`config.mk`:
```
export PLATFORM = sky130hd
export DESIGN_NAME = fpga_tile_param
export DESIGN_NICKNAME = d
export VERILOG_FILES = /design/src/rtl/fpga_tile_param.sv
export SDC_FILE = /design/constraint.sdc
export NUM_CORES = 1
export LEC_CHECK = 0
export CELL_PAD_IN_SITES_DETAIL_PLACEMENT = 2
export CELL_PAD_IN_SITES_GLOBAL_PLACEMENT = 2
export CORE_UTILIZATION = 47
export DETAILED_ROUTE_END_ITERATION = 6
export GPL_ROUTABILITY_DRIVEN = 0
export HOLD_SLACK_MARGIN = 0.15
export PLACE_DENSITY = 0.88
export SYNTH_ARGS = -nofsm -noshare
export SYNTH_HDL_FRONTEND = slang
export SYNTH_SLANG_ARGS = --single-unit
```
`constraint.sdc`:
```
create_clock -name clk -period 5.5 [get_ports clk]
set_input_delay 0.825 -clock clk [delete_from_list [all_inputs] [get_ports clk]]
set_output_delay 0.825 -clock clk [all_outputs]
set_load 0.05 [all_outputs]
```
`src/rtl/fpga_tile_param.sv`:
```
// fpga_tile_param - parametrised logic tile.
//
// A connection block picks LUT_K tracks off the incoming routing channel to drive a
// K-input LUT. The LUT output goes straight out or through a flip-flop. A switch box then
// drives every outgoing track from one of three sources or from the CLB result:
//   - the same track on the opposite side
//   - the same track on the next side
//   - the same track on the previous side
//
// Configuration arrives serially on a scan chain. Tiles are daisy-chained through
// cfg_in/cfg_out. Bits collect in a shadow register, and the shadow is copied into the
// active configuration in a single COMMIT cycle. This keeps the running function intact
// while a new word is loaded.
//
// Optional feature macro: TILE_CFG_PARITY_EN. When it is defined:
//   - the config word carries one trailing even-parity bit
//   - a word with bad parity is refused at COMMIT
//   - a refused word raises cfg_err
//
// Ports
//   clk       tile clock
//   reset     asynchronous active-low reset
//   cfg_en    shift enable, one config bit per cycle while high
//   cfg_in    serial config data in
//   cfg_out   serial config data out (shadow bit 0)
//   cfg_busy  high while shifting or committing
//   cfg_done  an active configuration is valid
//   cfg_err   parity failure on the last commit (always 0 without the macro)
//   tile_in   incoming tracks, track (side s, index t) at bit s*CHAN_W+t, sides N,E,S,W
//   tile_out  outgoing tracks, same numbering
module fpga_tile_param #(
  parameter int CHAN_W = 2,
  parameter int LUT_K  = 4
) (
  input  logic                clk,
  input  logic                reset,
  input  logic                cfg_en,
  input  logic                cfg_in,
  output logic                cfg_out,
  output logic                cfg_busy,
  output logic                cfg_done,
  output logic                cfg_err,
  input  logic [4*CHAN_W-1:0] tile_in,
  output logic [4*CHAN_W-1:0] tile_out
);
  localparam int NTRK     = 4 * CHAN_W;
  localparam int SEL_W    = $clog2(NTRK);
  localparam int LUT_N    = 2 ** LUT_K;
  localparam int CFG_BITS = LUT_N + 1 + LUT_K * SEL_W + 3 * NTRK;
`ifdef TILE_CFG_PARITY_EN
  localparam int WORD_BITS = CFG_BITS + 1;
`else
  localparam int WORD_BITS = CFG_BITS;
`endif
  localparam int CNT_W    = $clog2(WORD_BITS + 2);
  localparam int FFSEL_AT = LUT_N;
  localparam int CB_BASE  = LUT_N + 1;
  localparam int SB_BASE  = CB_BASE + LUT_K * SEL_W;

  typedef enum logic [1:0] {IDLE, SHIFT, COMMIT, RUN} state_e;

  state_e                 state_q, state_d;
  logic [WORD_BITS-1:0]   shadow_q, shadow_d;
  logic [CFG_BITS-1:0]    active_q, active_d;
  logic [CNT_W-1:0]       count_q, count_d;
  logic                   lutFf_q, lutFf_d;
  logic                   cfgDone_q, cfgDone_d;
`ifdef TILE_CFG_PARITY_EN
  logic                   cfgErr_q, cfgErr_d;
`endif

  logic [LUT_K-1:0]       lutIn;
  logic [LUT_N-1:0]       lutTruth;
  logic                   lutOut;
  logic                   clbOut;
  logic [NTRK-1:0]        sbOut;

  always_ff @(posedge clk or negedge reset) begin
    if (!reset) begin
      state_q   <= IDLE;
      shadow_q  <= '0;
      active_q  <= '0;
      count_q   <= '0;
      lutFf_q   <= 1'b0;
      cfgDone_q <= 1'b0;
`ifdef TILE_CFG_PARITY_EN
      cfgErr_q  <= 1'b0;
`endif
    end else begin
      state_q   <= state_d;
      shadow_q  <= shadow_d;
      active_q  <= active_d;
      count_q   <= count_d;
      lutFf_q   <= lutFf_d;
      cfgDone_q <= cfgDone_d;
`ifdef TILE_CFG_PARITY_EN
      cfgErr_q  <= cfgErr_d;
`endif
    end
  end

  // The count includes the bit shifted on the cycle SHIFT is entered.
  // Reaching WORD_BITS therefore lands on COMMIT exactly after the last shift.
  // The FF only tracks the LUT once a configuration is live.
  always_comb begin
    state_d   = state_q;
    shadow_d  = shadow_q;
    active_d  = active_q;
    count_d   = count_q;
    cfgDone_d = cfgDone_q;
    lutFf_d   = cfgDone_q ? lutOut : 1'b0;
`ifdef TILE_CFG_PARITY_EN
    cfgErr_d  = cfgErr_q;
`endif
    case (state_q)
      IDLE, RUN: begin
        if (cfg_en) begin
          shadow_d = {cfg_in, shadow_q[WORD_BITS-1:1]};
          count_d  = CNT_W'(1);
          state_d  = SHIFT;
        end
      end
      SHIFT: begin
        if (cfg_en) begin
          shadow_d = {cfg_in, shadow_q[WORD_BITS-1:1]};
          count_d  = count_q + CNT_W'(1);
          if (count_q == CNT_W'(WORD_BITS - 1)) begin
            state_d = COMMIT;
          end
        end
      end
      COMMIT: begin
`ifdef TILE_CFG_PARITY_EN
        if (^shadow_q == 1'b0) begin
          active_d  = shadow_q[CFG_BITS-1:0];
          cfgDone_d = 1'b1;
          lutFf_d   = 1'b0;
          cfgErr_d  = 1'b0;
          state_d   = RUN;
        end else begin
          cfgErr_d  = 1'b1;
          state_d   = cfgDone_q ? RUN : IDLE;
        end
`else
        active_d  = shadow_q[CFG_BITS-1:0];
        cfgDone_d = 1'b1;
        lutFf_d   = 1'b0;
        state_d   = RUN;
`endif
      end
      default: state_d = IDLE;
    endcase
  end

  // Connection block: a select that points past the last track reads as 0.
  for (genvar gi = 0; gi < LUT_K; gi++) begin : g_cb
    logic [SEL_W-1:0] cbSel;
    assign cbSel     = active_q[CB_BASE + gi*SEL_W +: SEL_W];
    assign lutIn[gi] = (int'(cbSel) < NTRK) ? tile_in[cbSel] : 1'b0;
  end

  assign lutTruth = active_q[LUT_N-1:0];
  assign lutOut   = lutTruth[lutIn];
  assign clbOut   = active_q[FFSEL_AT] ? lutFf_q : lutOut;

  // Switch box: field {en, sel[1:0]} per outgoing track.
  for (genvar gs = 0; gs < 4; gs++) begin : g_side
    for (genvar gt = 0; gt < CHAN_W; gt++) begin : g_trk
      localparam int OUT_IDX = gs * CHAN_W + gt;
      logic [2:0] sbFld;
      logic       sbSrc;
      assign sbFld = active_q[SB_BASE + 3*OUT_IDX +: 3];
      always_comb begin
        case (sbFld[1:0])
          2'd0:    sbSrc = tile_in[((gs + 2) % 4) * CHAN_W + gt];
          2'd1:    sbSrc = tile_in[((gs + 1) % 4) * CHAN_W + gt];
          2'd2:    sbSrc = tile_in[((gs + 3) % 4) * CHAN_W + gt];
          default: sbSrc = clbOut;
        endcase
      end
      assign sbOut[OUT_IDX] = sbFld[2] & sbSrc;
    end
  end

  assign tile_out = cfgDone_q ? sbOut : '0;
  assign cfg_out  = shadow_q[0];
  assign cfg_busy = (state_q == SHIFT) || (state_q == COMMIT);
  assign cfg_done = cfgDone_q;
`ifdef TILE_CFG_PARITY_EN
  assign cfg_err  = cfgErr_q;
`else
  assign cfg_err  = 1'b0;
`endif

endmodule

```
[After elaboration in Yosys (flattened, before gate mapping)]
Index checks and enable logic that the tools add are counted.
Operators by class
  $add $sub $neg: 1
  order comparisons: 5
  equal/unequal tests: 23
  mux-type cells: 29
  bitwise logic cells: 8
  reductions and logical operators: 16
Operators with widths (count)
  1-bit case mux with 3 select lines: 8
  2-bit equality test (second input constant): 10
  2-bit by 1-bit equality test with 1-bit output (second input constant): 9
  2-bit logical NOT: 9
  3-bit by 4-bit less-than comparator with 1-bit output (second input constant): 4
  1-bit binary-select mux with 3-bit select: 4
  6-bit two-way mux: 2
  6-bit case mux with 2 select lines: 1
  1-bit bitwise AND: 8
  1-bit two-way mux: 8
  8-bit two-way mux: 1
  6-bit by 1-bit adder with 6-bit output (second input constant): 1
  6-bit equality test (second input constant): 1
  2-bit two-way mux: 3
  2-bit inequality test (second input constant): 3
  2-bit case mux with 3 select lines: 1
  3-bit AND reduction: 2
  4-bit by 5-bit less-than comparator with 1-bit output (second input constant): 1
  1-bit binary-select mux with 4-bit select: 1
  3-bit OR reduction: 1
  2-bit AND reduction: 1
  2-bit nonzero test: 1
  2-bit OR reduction: 1
  1-bit logical OR: 1
Storage, ports and cells
  register bits after elaboration: 116
  input bits: 12
  logic and storage cells: 88

[Logic depth before layout (Yosys ltp)]
Gate-level depths: netlist (run 1).
  depth in word-level cells: 8
  depth in mapped cells: 8
  mapped depth without buffers: 8

[Worst setup path before layout (run 1)]
Ideal clock, no wire load.
  kind: input to output
  start: input port tile_in[5]
  end: output port tile_out[0]
  arrival time: 3609 ps
  data required time: 4675 ps
  path slack: 1066 ps
  stages: 7
  path buffers: 0
  path through: mux4_2 mux2i_4 mux2i_1 a22o_1 o21ai_2 a31oi_4 a311oi_1
On the way
  word-level cells in the longest chain between the ends: 8
  elaborated cells between the ends (all ways): 14
  those cells by class: mux: 13; bitwise: 1
RTL lines
  from (decl): RTL line 43  | input logic [4*CHAN_W-1:0] tile_in,
  1-bit binary-select mux with 3-bit select: RTL line 159  | assign lutIn[gi] = (int'(cbSel) < NTRK) ? tile_in[cbSel] : 1'b0;
  1-bit two-way mux (not written as such): RTL line 159
  1-bit binary-select mux with 4-bit select *: RTL line 163  | assign lutOut = lutTruth[lutIn];
  1-bit two-way mux (not written as such) *: RTL line 163
  1-bit two-way mux *: RTL line 164  | assign clbOut = active_q[FFSEL_AT] ? lutFf_q : lutOut;
  1-bit case mux with 3 select lines *: RTL line 174  | case (sbFld[1:0])
  1-bit bitwise AND *: RTL line 181  | assign sbOut[OUT_IDX] = sbFld[2] & sbSrc;
  8-bit two-way mux *: RTL line 185  | assign tile_out = cfgDone_q ? sbOut : '0;
  to (decl): RTL line 44  | output logic [4*CHAN_W-1:0] tile_out
Every way passes the cells marked *; elsewhere a longest branch is shown, timed or not. The select of a mux whose other input is x is not followed.

[Worst setup path in the final report (run 1)]
  start: input port tile_in[0]
  end: output port tile_out[7]
Same word-level chain as after synthesis.

==> summary.md, run 1 <==
| Metric | Value |
|---|---|
| Setup CP Type | `input pin to output port` |
| Top_reg_cell synth | `dfrtp_1` |
| Clock buffer count from CTS | `17` |
| Slew headroom | `0.352` |
| Die height | `107 µm` |
| RSZ-0062 raised after global routing | `false` |
| Setup TNS | `0 ns` |
| Area grow syn2layout | `18.7%` |
| Worst Tran Pin Value | `0.973 ns` |
| P_leak | `2.81 nW` |
| Fillers | `946` |
| WP data arrival | `4.57 ns` |
| Core box area | `10,500 µm²` |
| Min Hold Slack | `0.448 ns` |
| Die Area | `11,300 µm²` |
| Congestion Overflow GR | `0` |
| Seq pwr share | `0.390` |
| ANT nets after route | `0` |
| Post-synth EDFFs | `0` |
| Status | `completed` |
| Row cnt | `37` |
| Synth Cell Area | `5130 µm²` |
| Worst Hold Class | `input pin to asynchronous set/reset pin` |
| Net count after synthesis | `382` |
| Critical path fanouts, max | `8` |
| Initial antenna violation count | `0` |
| DRC | `0` |
| Max-slew violations | `0` |
| CTS H-tree depth | `4` |
| CTS tree | `built` |
| Clk pin slew, worst setup/hold paths | `0.06 ns` |
| Placed inst area | `5520 µm²` |
| P_sw | `0.00120 W` |
| Total number of vias | `3,318` |
| Fin Clk Skew | `0.00632 ns` |
| Placed Cells incl. Taps | `514` |
| Final instance area | `6090 µm²` |
| Worst skew pair latency | `0.54 ns` |
| Async S/R FF share, synth | `1.00` |
| Cell Int Power | `0.00212 W` |
| Buffers added on ports | `22` |
| Seq cells post-synth | `116` |
| Sequential area share after synthesis | `0.566` |
| Final hold vios | `0` |
| Crit. End Element | `output port` |
| First-pass GRT wire length | `24,400 µm` |
| Synth Instances | `364` |
| Crit start category | `input pin` |
| N_diodes | `0` |
| PD cells | `544 nW/µm²` |
| Vias/cell | `6.08` |
| Number of unique standard cell types used by synthesis | `36` |
| Maximum clock path buffer count | `2` |
| Final period util | `0.981` |
| Detailed placer's ending HPWL | `8610 µm` |
| Clock root buffer | `clkbuf_8` |
| Net Sw Frac | `0.361` |
| Clock Sinks | `116` |
| Layout cells sized above 1 | `0.373` |
| IO Pins | `24` |
| Cell Count, Final, Fillers Out | `546` |
| Worst reg2reg setup slack | `2.86 ns` |
| Quantity of hold-fixing buffers added after cts | `0` |
| Initial Utilization | `0.491` |
| Multi-input gate area | `2120 µm²` |
| Worst EP required | `4.68 ns` |
| Number of global-route vias before repair | `3,873` |
| DRT iter0 DRCs | `169` |
| Largest net degree at the start of global routing | `77` |
| Final setup violation count | `0` |
| Core Util, Final | `0.582` |
| WL/cell | `28.3 µm` |
| Final nets | `415` |
| Final wirelength | `15,500 µm` |
| Register area | `2900 µm²` |
| Peak supply drop | `0.562 mV` |
| Clk pwr share | `0.333` |
| Mapped Avg Cell Area | `14.1 µm²` |
| Die W | `107 µm` |
| Ys Warns | `0` |
| FMAX | `0.185 GHz` |
| Max Cap Violations | `0` |
| Logic pwr share | `0.276` |
| Total track usage | `0.303` |
| Minimum clock period | `5.40 ns` |
| Initial DRT Pass Iterations | `5` |
==> metal layers <==
metal / wire (µm) / up-vias / global-route usage
met4: 473 / 0 / 0.127
met5: 0 / - / 0
li1: - / 1418 / -
met1: 6160 / 1767 / 0.353
met3: 604 / 43 / 0.0754
met2: 8230 / 90 / 0.531
==> worst paths after layout <==
kind                         startpoint           end  cells after the start
min in group clk           active_q[52]  active_q[52]                      1
max reg2reg                active_q[17]       lutFf_q                      6
min reg2reg                active_q[52]  active_q[52]                      1
min                               reset   shadow_q[1]                      1
max in group asynchronous         reset  active_q[18]                      2
max                          tile_in[0]   tile_out[7]                      9
==> power groups by stage <==
stage,combinational (W),clock (W),sequential [W]
6_report,0.000915,0.00110,0.00129
5_1_grt,0.000977,0.00115,0.00131
4_1_cts,0.000922,0.00112,0.00129
3_5_place_dp,0.000892,0,0.00128
3_3_place_gp,0.000830,0,0.00125
2_1_floorplan,0.000659,0,0.00120
==> sequential cells by signal (all words and copies together), names as in the netlist <==
name	count
shadow_q	53
cfg_done	1
state_q	2
count_q	6
active_q	53
lutFf_q	1
==> repair_timing <==
action	in CTS	in global routing
resized for setup	7	1
endpoints found under the setup margin	7	1
setup buffers	0	0
gates cloned	0	0
==> area by class of cell <==
cell class                      count  area share
Timing Repair Buffer               29      0.0427
Clock inverter                     14      0.0255
Sequential cell                   116       0.477
Inverter                           14     0.00863
Multi-Input combinational cell    219       0.348
Tap cell                          136      0.0279
Clock buffer                       18      0.0703
==> cells by family after synthesis <==
| group | synth area share |
|---|---|
| compound gates | 0.0822 |
| flops | 0.566 |
| buf+inv | 0.0219 |
| fa+ha+maj | 0.0146 |
| other cells | 0.000731 |
| mux | 0.276 |
| simple gates | 0.0393 |
==> cell usage after synthesis (3+ instances only) <==
library cell,count,area (µm²)
a211oi_1,8,60.1
a21o_1,4,30.0
a21oi_1,3,15.0
a22o_1,5,43.8
a311oi_1,8,70.1
clkbuf_1,14,52.6
dfrtp_1,116,2900
ha_1,6,75.1
inv_1,14,52.6
mux2_2,97,1090
mux2i_1,12,120
mux4_2,8,180
nand2_1,14,52.6
nor2b_1,10,62.6
o21ai_0,13,65.1
o311ai_0,8,70.1
==> worst max-delay path, cell delays in order <==
cell and delay, ns:
clkdlybuf4s50_1 0.64, mux4_2 0.61, mux2i_4 0.43, mux2i_1 0.22
a22oi_1 0.40, a21o_1 0.25, a31oi_4 0.20, a311oi_1 0.41
clkdlybuf4s15_1 0.58
==> cell usage in the layout (no fill, tap or decap), drive strengths merged, types with 2 or more instances in the layout <==
cell           synthesis  routed
a21oi                  3       3
clkinv                 0       9
a211oi                 8       8
a22o                   5       5
nor2b                 10      10
nand2                 14      14
o311ai                 8       8
bufinv                 0       2
a311oi                 8       8
a22oi                  2       2
clkdlybuf4s50          0      13
dlygate4sd2            0       6
and2                   2       2
o21ai                 15      15
ha                     6       6
a21o                   4       4
buf                    1       9
mux2i                 13      13
mux4                   8       8
nor2                   2       2
clkbuf                14      18
mux2                  97      97
dfrtp                116     116
nand3                  2       2
inv                   14      16
==> stage by stage <==
stage | power, W | setup WS, ns
floorplan | 0.00185 | 1.07
global placement | 0.00208 | 0.360
detailed placement | 0.00217 | 0.113
CTS | 0.00333 | 0.133
global route | 0.00344 | 0.00815
finish | 0.00331 | 0.102
(Power assumes the default switching activity.)
==> run 2, diff against run 1 <==
--- a/config.mk
+++ b/config.mk
@@ -12,6 +12,7 @@
 export GPL_ROUTABILITY_DRIVEN = 0
 export HOLD_SLACK_MARGIN = 0.15
 export PLACE_DENSITY = 0.88
+export SKIP_CTS_REPAIR_TIMING = 1
 export SYNTH_ARGS = -nofsm -noshare
 export SYNTH_HDL_FRONTEND = slang
 export SYNTH_SLANG_ARGS = --single-unit
==> summary.md, run 2 (synthesis gave the netlist of run 1 again) <==
| Metric | Value |
|---|---|
| Reg-to-reg endpoint | `lutFf_q (unchanged)` |
| Worst Hold Class | `input pin to asynchronous set/reset pin (unchanged)` |
| Commonest cells after routing, fill and taps aside | `116 x dfrtp_1, 97 x mux2_2, 16 x clkbuf_16 (unchanged)` |
| Final nets | `415 (unchanged)` |
| Maximum clock path buffer count | `2 (unchanged)` |
| Critical path fanouts, max | `8 (unchanged)` |
| Most common cell after layout, fill and taps aside | `dfrtp_1 (unchanged)` |
| Net Sw Frac | `0.359 (was 0.361)` |
| Layout cells sized above 1 | `0.373 (unchanged)` |
| Fin worst setup slack | `0.181 ns (was 0.102 ns)` |
| Worst skew pair latency | `0.54 ns (about the same)` |
| Setup CP Type | `input pin to output port (unchanged)` |
| Crit path to | `tile_out[7] (unchanged)` |
| Number of global-route vias before repair | `3,873 (unchanged)` |
| Worst reg2reg setup slack | `2.87 ns (was 2.86 ns)` |
| Worst Tran Pin Value | `0.974 ns (was 0.973 ns)` |
| Crit. End Element | `output port (unchanged)` |
| Worst EP required | `4.68 ns (about the same)` |
| Slew headroom | `0.351 (was 0.352)` |
| Initial Utilization | `0.491 (unchanged)` |
| R2R depth | `6 (unchanged)` |
| Clock Sinks | `116 (unchanged)` |
| First-pass GRT wire length | `24,400 µm (unchanged)` |
| Crit start category | `input pin (unchanged)` |
| Area grow syn2layout | `19.2% (was 18.7%)` |
| P_sw | `0.00119 W (was 0.00120 W)` |
| Fillers | `947 (was 946)` |
| N_diodes | `0 (unchanged)` |
| Status | `completed (unchanged)` |
| DRT iter0 DRCs | `176 (was 169)` |
| FMAX | `0.188 GHz (was 0.185 GHz)` |
| Row cnt | `37 (unchanged)` |
| Die W | `107 µm (unchanged)` |
| Die height | `107 µm (unchanged)` |
| Congestion Overflow GR | `0 (unchanged)` |
| Max-slew violations | `0 (unchanged)` |
| WL/cell | `28.4 µm (was 28.3 µm)` |
| Vias/cell | `6.09 (was 6.08)` |
| Minimum clock period | `5.32 ns (was 5.40 ns)` |
| Total track usage | `0.303 (unchanged)` |
| Clk pin slew, worst setup/hold paths | `0.06 ns (about the same)` |
| Fin Clk Skew | `0.00563 ns (was 0.00632 ns)` |
| CP Launch Point | `tile_in[0] (unchanged)` |
| Logic pwr share | `0.280 (was 0.276)` |
| Total number of vias | `3,324 (was 3,318)` |
| Biggest regs | `active_q (53), shadow_q (53), count_q (6) (unchanged)` |
| RSZ-0062 raised after global routing | `false (unchanged)` |
| Clk pwr share | `0.332 (was 0.333)` |
| Initial antenna violation count | `0 (unchanged)` |
| WP data arrival | `4.49 ns (was 4.57 ns)` |
| P_leak | `2.89 nW (was 2.81 nW)` |
| Pwr Total | `0.00333 W (was 0.00331 W)` |
| Buffers added on ports | `22 (unchanged)` |
| CTS tree | `built (unchanged)` |
| PD cells | `544 nW/µm² (about the same)` |
| IO Pins | `24 (unchanged)` |
| Min Hold Slack | `0.452 ns (was 0.448 ns)` |
| Initial DRT Pass Iterations | `4 (was 5)` |
| Detailed placer's ending HPWL | `8610 µm (unchanged)` |
| Final hold vios | `0 (unchanged)` |
| Clock root buffer | `clkbuf_8 (unchanged)` |
| Final wirelength | `15,500 µm (about the same)` |
| R2r startpoint | `active_q[17] (unchanged)` |
| Cell Int Power | `0.00213 W (was 0.00212 W)` |
| Largest net degree at the start of global routing | `77 (unchanged)` |
| Worst slack, placed | `0.113 ns (unchanged)` |
| Die Area | `11,300 µm² (unchanged)` |
| Peak supply drop | `0.562 mV (about the same)` |
| DRC | `0 (unchanged)` |
| ANT nets after route | `0 (unchanged)` |
| Final period util | `0.967 (was 0.981)` |
| Core box area | `10,500 µm² (unchanged)` |
| CTS H-tree depth | `4 (unchanged)` |
| Clock buffer count from CTS | `17 (unchanged)` |
| Seq pwr share | `0.389 (was 0.390)` |
| Final setup violation count | `0 (unchanged)` |
| Max Cap Violations | `0 (unchanged)` |
-- run 2: changes by cell type in the layout (fill, tap and decap cells not counted) --
cell	previous run	this run
dlygate4sd2_1	6	0
clkdlybuf4s15_1	1	0
dlymetal6s2s_1	0	7
-- run 2: worst min path at each step --
| stage | start | endpoint | slack [ns] |
|---|---|---|---|
| after floorplan | shadow_q[16] | active_q[16] | 0.47 |
| after global placement | active_q[43] | active_q[43] | 0.49 |
| final | reset | shadow_q[1] | 0.45 |
| after CTS | reset | cfg_done | 0.47 |
| after detailed placement | active_q[52] | active_q[52] | 0.50 |
| after global routing | reset | shadow_q[13] | 0.51 |
-- run 2: power groups by stage --
stage	Sequential, W	Combinational (W)	Clock [W]
after floorplan	0.00120	0.000659	0
after global placement	0.00125	0.000830	0
after detailed placement	0.00128	0.000892	0
after global routing	0.00131	0.000991	0.00115
final	0.00129	0.000930	0.00110
after CTS	0.00129	0.000941	0.00112
-- run 2: routing by layer --
metal	global-route usage	wire, µm	vias to the layer above
li1	-	-	1417
met1	0.353	6210	1777
met2	0.531	8240	89
met3	0.0754	554	41
met4	0.127	482	0
met5	0	0	-
-- run 2: area by class of cell --
class / instances / area [µm²] / share of cell area
sequential: 116 / 2900 / 0.475
multi-input combinational: 219 / 2120 / 0.347
clock buffer: 18 / 428 / 0.0700
timing repair buffer: 29 / 285 / 0.0466
tap: 136 / 170 / 0.0278
clock inverter: 14 / 155 / 0.0254
inverter: 14 / 52.6 / 0.00859
-- run 2: metrics by stage --
| stage | area, µm² | TNS [ns] | util | cells |
|---|---|---|---|---|
| global route | 6120 | 0 | 0.585 | 546 |
| global placement | 5520 | 0 | 0.527 | 514 |
| CTS | 6100 | -0.788 | 0.583 | 546 |
| finish | 6120 | 0 | 0.585 | 546 |
| floorplan | 5130 | 0 | - | 364 |
| detailed placement | 5520 | 0 | 0.527 | 514 |
-- run 2: worst max-delay path, cell delays in order --
cell and delay, ns:
clkdlybuf4s50_1 0.64, mux4_2 0.61, mux2i_4 0.43, mux2i_1 0.22, a22oi_1 0.40, a21o_1 0.25, a31oi_4 0.20, a311oi_1 0.40
dlymetal6s2s_1 0.51
==> run 3, diff against run 2 <==
--- a/config.mk
+++ b/config.mk
@@ -7,11 +7,13 @@
 export LEC_CHECK = 0
 export CELL_PAD_IN_SITES_DETAIL_PLACEMENT = 2
 export CELL_PAD_IN_SITES_GLOBAL_PLACEMENT = 2
-export CORE_UTILIZATION = 47
+export CORE_UTILIZATION = 51
+export CTS_BUF_LIST = sky130_fd_sc_hd__clkbuf_8
 export DETAILED_ROUTE_END_ITERATION = 6
+export DONT_BUFFER_PORTS = 1
 export GPL_ROUTABILITY_DRIVEN = 0
 export HOLD_SLACK_MARGIN = 0.15
-export PLACE_DENSITY = 0.88
+export PLACE_DENSITY = 0.9
 export SKIP_CTS_REPAIR_TIMING = 1
 export SYNTH_ARGS = -nofsm -noshare
 export SYNTH_HDL_FRONTEND = slang
==> summary.md, run 3 (synthesis gave the netlist of run 1 again) <==
| Metric | Value |
|---|---|
| Vias/cell | `6.20 (was 6.09)` |
| Final instance area | `5850 µm² (was 6120 µm²)` |
| Final setup violation count | `0 (unchanged)` |
| R2r startpoint | `active_q[17] (unchanged)` |
| Reg-to-reg endpoint | `lutFf_q (unchanged)` |
| CP Cell Sequence | `mux4_2 -> mux2i_4 -> mux2i_1 -> a22o_1 -> o21ai_2 -> a31oi_4 -> a311oi_2 (was clkdlybuf4s50_1 -> mux4_2 -> mux2i_4 -> mux2i_1 -> a22oi_1 -> a21o_1 -> a31oi_4 -> a311oi_1 -> dlymetal6s2s_1)` |
| Maximum clock path buffer count | `2 (unchanged)` |
| ANT nets after route | `0 (unchanged)` |
| Total number of vias | `3,203 (was 3,324)` |
| Commonest cells after routing, fill and taps aside | `116 x dfrtp_1, 97 x mux2_2, 20 x clkbuf_8 (was 116 x dfrtp_1, 97 x mux2_2, 16 x clkbuf_16)` |
| Number of global-route vias before repair | `3,764 (was 3,873)` |
| P_sw | `0.00114 W (was 0.00119 W)` |
| Die W | `102 µm (was 107 µm)` |
| Largest net degree at the start of global routing | `117 (was 77)` |
| Detailed placer's ending HPWL | `9570 µm (was 8610 µm)` |
| WP data arrival | `3.87 ns (was 4.49 ns)` |
| Initial DRT Pass Iterations | `4 (unchanged)` |
| Die height | `102 µm (was 107 µm)` |
| Gr busiest metal | `met2 (unchanged)` |
| Worst skew pair latency | `0.45 ns (was 0.54 ns)` |
| Clk pin slew, worst setup/hold paths | `0.08 ns (was 0.06 ns)` |
| PD cells | `551 nW/µm² (was 544 nW/µm²)` |
| Final wirelength | `15,400 µm (was 15,500 µm)` |
| Buffers added on ports | `0 (was 22)` |
| Logic pwr share | `0.275 (was 0.280)` |
| Cell Int Power | `0.00209 W (was 0.00213 W)` |
| Critical path buffers and inverters | `0 (was 2)` |
| Clk pwr share | `0.317 (was 0.332)` |
| Worst slack, placed | `1.04 ns (was 0.113 ns)` |
| Max-slew violations | `0 (unchanged)` |
| Worst EP required | `4.68 ns (about the same)` |
| Congestion Overflow GR | `0 (unchanged)` |
| Net Sw Frac | `0.352 (was 0.359)` |
| N_diodes | `0 (unchanged)` |
| DRC | `0 (unchanged)` |
| Minimum clock period | `4.69 ns (was 5.32 ns)` |
| Fin worst setup slack | `0.808 ns (was 0.181 ns)` |
| Total track usage | `0.319 (was 0.303)` |
| Clock buffer count from CTS | `17 (unchanged)` |
| Worst reg2reg setup slack | `2.91 ns (was 2.87 ns)` |
| Seq pwr share | `0.408 (was 0.389)` |
| Critical path fanouts, max | `8 (unchanged)` |
| DRT iter0 DRCs | `127 (was 176)` |
| Core box area | `9770 µm² (was 10,500 µm²)` |
| Peak supply drop | `0.368 mV (was 0.562 mV)` |
| WL/cell | `29.7 µm (was 28.4 µm)` |
| Die Area | `10,500 µm² (was 11,300 µm²)` |
| Register area | `2900 µm² (unchanged)` |
| Fillers | `849 (was 947)` |
| Critical path's largest stage delay | `0.95 ns (was 0.64 ns)` |
| RSZ-0062 raised after global routing | `false (unchanged)` |
| FMAX | `0.213 GHz (was 0.188 GHz)` |
| Final hold vios | `0 (unchanged)` |
| Clock Sinks | `116 (unchanged)` |
| Met1 usage | `0.330 (was 0.353)` |
| CP delay by family, top | `compound AO/OA/AOI/OAI gates (was multiplexers)` |
| Area grow syn2layout | `13.9% (was 19.2%)` |
| First-pass GRT wire length | `23,000 µm (was 24,400 µm)` |
| CTS tree | `built (unchanged)` |
| Met3 GRT Util | `0.0814 (was 0.0754)` |
| CTS H-tree depth | `4 (unchanged)` |
| Final period util | `0.853 (was 0.967)` |
| Placed inst area | `5320 µm² (was 5520 µm²)` |
| Initial antenna violation count | `0 (unchanged)` |
| IO Pins | `24 (unchanged)` |
| Status | `completed (unchanged)` |
| Critical-path top delay cell | `a311oi_2 (was clkdlybuf4s50_1)` |
| Fin Clk Skew | `0.0162 ns (was 0.00563 ns)` |
| Multi-input gate area | `2170 µm² (was 2120 µm²)` |
| Setup TNS | `0 ns (unchanged)` |
| Crit. End Element | `output port (unchanged)` |
| Most common cell after layout, fill and taps aside | `dfrtp_1 (unchanged)` |
| R2R depth | `6 (unchanged)` |
| Clock root buffer | `clkbuf_8 (unchanged)` |
| Final nets | `390 (was 415)` |
| Biggest regs | `active_q (53), shadow_q (53), count_q (6) (unchanged)` |
| Worst Hold Class | `input pin to asynchronous set/reset pin (unchanged)` |
| Layout cells sized above 1 | `0.401 (was 0.373)` |
| Slew headroom | `0.326 (was 0.351)` |
| Initial Utilization | `0.525 (was 0.491)` |
| Setup CP Type | `flop to output port (was input pin to output port)` |
| Crit start category | `flop (was input pin)` |
| Row cnt | `36 (was 37)` |
| P_leak | `2.67 nW (was 2.89 nW)` |
| Max Cap Violations | `0 (unchanged)` |
| Met2 global-route usage | `0.572 (was 0.531)` |
| Worst Tran Pin Value | `1.02 ns (was 0.974 ns)` |
## run 3: changes by cell type in the layout (fill, tap and decap cells not counted), moves of 5 or more
cell,change
dlymetal6s2s_1,-7
bufinv_16,+5
a311oi_1,-8
clkdlybuf4s50_1,-13
clkinv_4,-6
clkbuf_16,-16
clkbuf_8,+18
a311oi_2,+8
buf_4,-6
## run 3: power groups by stage
stage / registers (W) / clock network (W) / logic, W
after floorplan: 0.00120 / 0 / 0.000659
after global placement: 0.00127 / 0 / 0.000767
after detailed placement: 0.00131 / 0 / 0.000850
after CTS: 0.00131 / 0.00103 / 0.000875
after global routing: 0.00133 / 0.00107 / 0.000938
final: 0.00131 / 0.00102 / 0.000887
## run 3: area by class of cell
type,count,area share
clock inverter,11,0.0392
sequential,116,0.496
multi-input combinational,219,0.371
clock buffer,20,0.0471
tap,133,0.0285
timing repair buffer,4,0.00856
inverter,14,0.00899
## run 3: through the flow
| stage | utilization | hold slack (ns) | total power (W) | instances |
|---|---|---|---|---|
| floorplan | - | 0.465 | 0.00185 | 364 |
| global placement | 0.544 | 0.500 | 0.00204 | 485 |
| detailed placement | 0.544 | 0.501 | 0.00216 | 485 |
| CTS | 0.595 | 0.0461 | 0.00322 | 516 |
| global route | 0.598 | 0.348 | 0.00334 | 517 |
| finish | 0.598 | 0.324 | 0.00322 | 517 |
## run 3: how the worst max path moves through the flow
stage / from / endpoint / slack, ns / cells past startpoint
floorplan: tile_in[5] / tile_out[0] / 1.07 / 7
global placement: tile_in[5] / tile_out[2] / 1.31 / 7
detailed placement: tile_in[5] / tile_out[2] / 1.04 / 7
CTS: active_q[17] / tile_out[2] / 0.75 / 7
global route: active_q[17] / tile_out[2] / 0.72 / 7
finish: active_q[17] / tile_out[2] / 0.81 / 7
## run 3: layer usage
layer	share of wire	up-vias	wire length, µm
met5	0	-	0
met4	0.042	0	640
met3	0.040	45	617
met2	0.55	109	8370
met1	0.37	1694	5730
li1	-	1355	-
==> variant 1: new RTL, settings of run 2 <==
The 4 states of `state_e` get a one-hot encoding in 4 bits.
--- a/src/rtl/fpga_tile_param.sv
+++ b/src/rtl/fpga_tile_param.sv
@@ -57,7 +57,7 @@
   localparam int CB_BASE  = LUT_N + 1;
   localparam int SB_BASE  = CB_BASE + LUT_K * SEL_W;
 
-  typedef enum logic [1:0] {IDLE, SHIFT, COMMIT, RUN} state_e;
+  typedef enum logic [3:0] {IDLE = 4'b0001, SHIFT = 4'b0010, COMMIT = 4'b0100, RUN = 4'b1000} state_e;
 
   state_e                 state_q, state_d;
   logic [WORD_BITS-1:0]   shadow_q, shadow_d;
Formal check against the unedited RTL: no difference found for any inputs over 10 cycles, from zero or initial values and one cycle with reset low; not proved beyond that.
==> variant 1 against run 2 <==
Cell count up 3.3%. Wire length is 1.8% higher. Count of clock-buffer cells in the layout up 10. Core utilization fell by 1.3 points. Worst setup slack got worse by 0.0023 ns. Cell area increased by 1.2%. Synthesized cell count rose by 4.9%. Critical path type unchanged. Highest routed layer unchanged. Critical endpoint is now tile_out[5]. Sequential cell count up 2. Non-clock buffer count is 1 lower. First-iteration DRC count fell by 3.4%. Synthesized area grew 1.7%.
Power is not compared: it rests on default switching activity, and its combinational part moved more than twofold at a synthesized area within 25%.
==> variant 1: results (changes against run 2) <==
| Metric | Value |
|---|---|
| Worst Tran Pin Value | `0.804 ns (-0.171 ns)` |
| Setup WS pre-CTS | `0.242 ns (+0.130 ns)` |
| R2R Setup Slk | `2.64 ns (-0.23 ns)` |
| Total GRT Usage | `30.2% (-0.12 points)` |
| Status | `finished clean` |
| Syn Area/Cell | `13.7 um^2 (-3.1%)` |
| Largest net degree at the start of global routing | `64 (-17%)` |
| Starting DRT DRC Count | `170 (-3.4%)` |
| First-pass GRT wire length | `24400 um (about the same)` |
| Hold_ws | `0.359 ns (-0.0930 ns)` |
| Sw frac | `between 20% and 30%` |
| Vias in the first global route | `3967 (+2.4%)` |
| Dpl hpwl | `9310 um (+8.2%)` |
| Top cells by count, synth | `dfrtp_1 (117), mux2_2 (97), o21ai_0 (20), clkbuf_1 (17), nand2_1 (15)` |
| CP top delay family | `buffers and inverters` |
| Placed cell areas | `5600 um^2 (+1.5%)` |
| Total Routed Length | `15800 um (+1.8%)` |
| Clock skew | `0.00921 ns (+0.00358 ns)` |
| Inst Count DP | `532 (+3.5%)` |
| Layout cells sized above 1 | `34.7% (-2.6 points)` |
| Syn_nets | `396 (+3.7%)` |
| Sequential area share after synthesis | `56.6% (about the same)` |
| Clk slew on worst S/H paths | `roughly 0.050 ns` |
| Period minus WS final | `5.32 ns (+0.00226 ns)` |
| Slowest stage delay, CP | `0.86 ns (+0.22 ns)` |
| Ranking of synthesized cells by area | `dfrtp_1 (56%), mux2_2 (21%), mux4_2 (3.5%)` |
| DR vias/cell | `6.06 (-0.40%)` |
| CTS max path bufs | `2 (unchanged)` |
| Unique masters post-synth | `40 (+11%)` |
| Nets | `425 (+2.4%)` |
[variant 1: area by class of cell]
cell class                 instances  area (um^2)
tap                              140          175
sequential                       118         2950
multi-input combinational        233         2160
inverter                          13         48.8
clock buffer                      28          495
clock inverter                     4         95.1
timing repair buffer              28          265
fill                             948         4650
[variant 1: metal layers]
layer	track usage (%)	up-vias	share of wire (%)	routed length, um
met5	0	-	0	0
met3	7.20	38	3.3	521
met1	33.6	1814	39	6160
met4	15.9	0	3.6	570
met2	53.4	100	54	8530
li1	-	1468	-	-
[variant 1: final timing paths]
check	startpoint	endpoint	depth (start not counted)
hold / removal	reset	count_q[4]$_DFFE_PN0P_	1
max in group asynchronous	reset	shadow_q[5]$_DFFE_PN0P_	2
min in group clk	active_q[37]$_DFFE_PN0P_	active_q[37]$_DFFE_PN0P_	1
hold reg to reg	active_q[37]$_DFFE_PN0P_	active_q[37]$_DFFE_PN0P_	1
setup reg to reg	state_q[3]$_DFFE_PN0P_	count_q[3]$_DFFE_PN0P_	7
setup / recovery	tile_in[6]	tile_out[5]	9
[variant 1: kinds of logic after synthesis]
kind of cell | share of synthesized area [%]
and+or+nand+nor | 5.18
buffers and inverters | 2.30
adders and majority gates | 0.479
xor gates and xnor gates | 0.336
other | 0.0718
AOI/OAI and AO/OA | 7.96
muxes | 27.1
DFF | 56.6
[variant 1: power by group through the flow]
stage / registers, mW / logic (mW) / clock network [mW]
floorplan: 1.00 / 0.258 / 0
global placement: 1.04 / 0.314 / 0
detailed placement: 1.05 / 0.343 / 0
CTS: 1.05 / 0.356 / 1.14
global route: 1.06 / 0.375 / 1.17
finish: 1.05 / 0.350 / 1.12
==> variant 2: new RTL, settings of run 2 <==
Without the edit above. Set the parameter `CHAN_W` to 4 (it was 2).
--- a/src/rtl/fpga_tile_param.sv
+++ b/src/rtl/fpga_tile_param.sv
@@ -29,7 +29,7 @@
 //   tile_in   incoming tracks, track (side s, index t) at bit s*CHAN_W+t, sides N,E,S,W
 //   tile_out  outgoing tracks, same numbering
 module fpga_tile_param #(
-  parameter int CHAN_W = 2,
+  parameter int CHAN_W = 4,
   parameter int LUT_K  = 4
 ) (
   input  logic                clk,
Ports: changed (resized tile_in and tile_out); port bits go from 24 to 40. The function was not compared with the original's and may differ.
==> variant 2 against run 2 <==
Global-route usage decreased by 1.3 points. Cell area increased by 50%. Synthesized area increased by 57%. Via count increased by 52%. Worst setup slack improved by 0.11 ns. Largest power group unchanged. Sequential cell count increased by 57. Wire length increased by 53%. Power increased by 17%.
==> variant 2: results (changes against run 2) <==
| Metric | Value |
|---|---|
| Status | `finished clean` |
| Reg area | `4330 um^2 (+49%)` |
| Dpl hpwl | `13100 um (+52%)` |
| Clock buffer count | `20 (+2)` |
| Vias | `5067 (+52%)` |
| Inst Count DP | `784 (+53%)` |
| Largest regs | `active_q: 81 flops, shadow_q: 81 flops, count_q: 7 flops` |
| Nets | `609 (+47%)` |
| Met1 Use GR | `33.0% (-2.3 points)` |
| PortBufs | `38 (+73%)` |
| First-pass GRT wire length | `37300 um (+53%)` |
| Power per Cell Area | `424 nW/um^2 (-22%)` |
| Total GRT Usage | `29.0% (-1.3 points)` |
| CP Launch Point | `tile_in[2]` |
| Buffers outside the clock class | `44 (+52%)` |
| Invs w/o clock | `6 (-8)` |
| Unique masters post-synth | `50 (+39%)` |
| Finished Cell Area | `9150 um^2 (+50%)` |
| GRT met3 Usage | `5.10% (-2.4 points)` |
| Critical Path Fanout Max | `16 (+8)` |
| Crit path DAT | `4.38 ns (-0.11 ns)` |
| Total Routed Length | `23800 um (+53%)` |
| Slowest stage delay, CP | `0.73 ns (+0.09 ns)` |
| Ranking of synthesized cells by area | `dfrtp_1 (54%), mux2_2 (26%), mux4_2 (2.8%)` |
| Setup WS pre-CTS | `0.413 ns (+0.301 ns)` |
| P_leak | `4.14 nW (+43%)` |
| Non-filler cells in the finished layout | `815 (+49%)` |
| Placed cell areas | `8610 um^2 (+56%)` |
| #MultiIn Comb | `341 (+56%)` |
| Starting DRT DRC Count | `301 (+71%)` |
| Syn Area/Cell | `14.7 um^2 (+4.0%)` |
| Layout overhead on the synthesized area | `13.4%` |
| Syn_nets | `576 (+51%)` |
| Vias in the first global route | `5975 (+54%)` |
| Fillers | `1479 (+56%)` |
-- variant 2: worst min-delay path by stage --
stage	from	end	slack, ns	depth (start not counted)
floorplan	active_q[77]$_DFFE_PN0N_	active_q[77]$_DFFE_PN0N_	0.48	1
global placement	active_q[59]$_DFFE_PN0N_	active_q[59]$_DFFE_PN0N_	0.49	1
detailed placement	active_q[68]$_DFFE_PN0N_	active_q[68]$_DFFE_PN0N_	0.50	1
CTS	reset	active_q[5]$_DFFE_PN0N_	0.46	1
global route	reset	active_q[5]$_DFFE_PN0N_	0.49	1
finish	reset	active_q[5]$_DFFE_PN0N_	0.44	1
-- variant 2: logic make-up (layout without fill, tap and decap cells) --
family	Yosys count	count (layout)	synth area share, %
DFF	173	173	53.7
adders and majority gates	6	6	0.931
muxes	212	212	32.2
AOI/OAI and AO/OA	65	65	6.84
and+or+nand+nor	57	57	4.38
other	1	1	0.0465
buffers and inverters	36	81	1.92
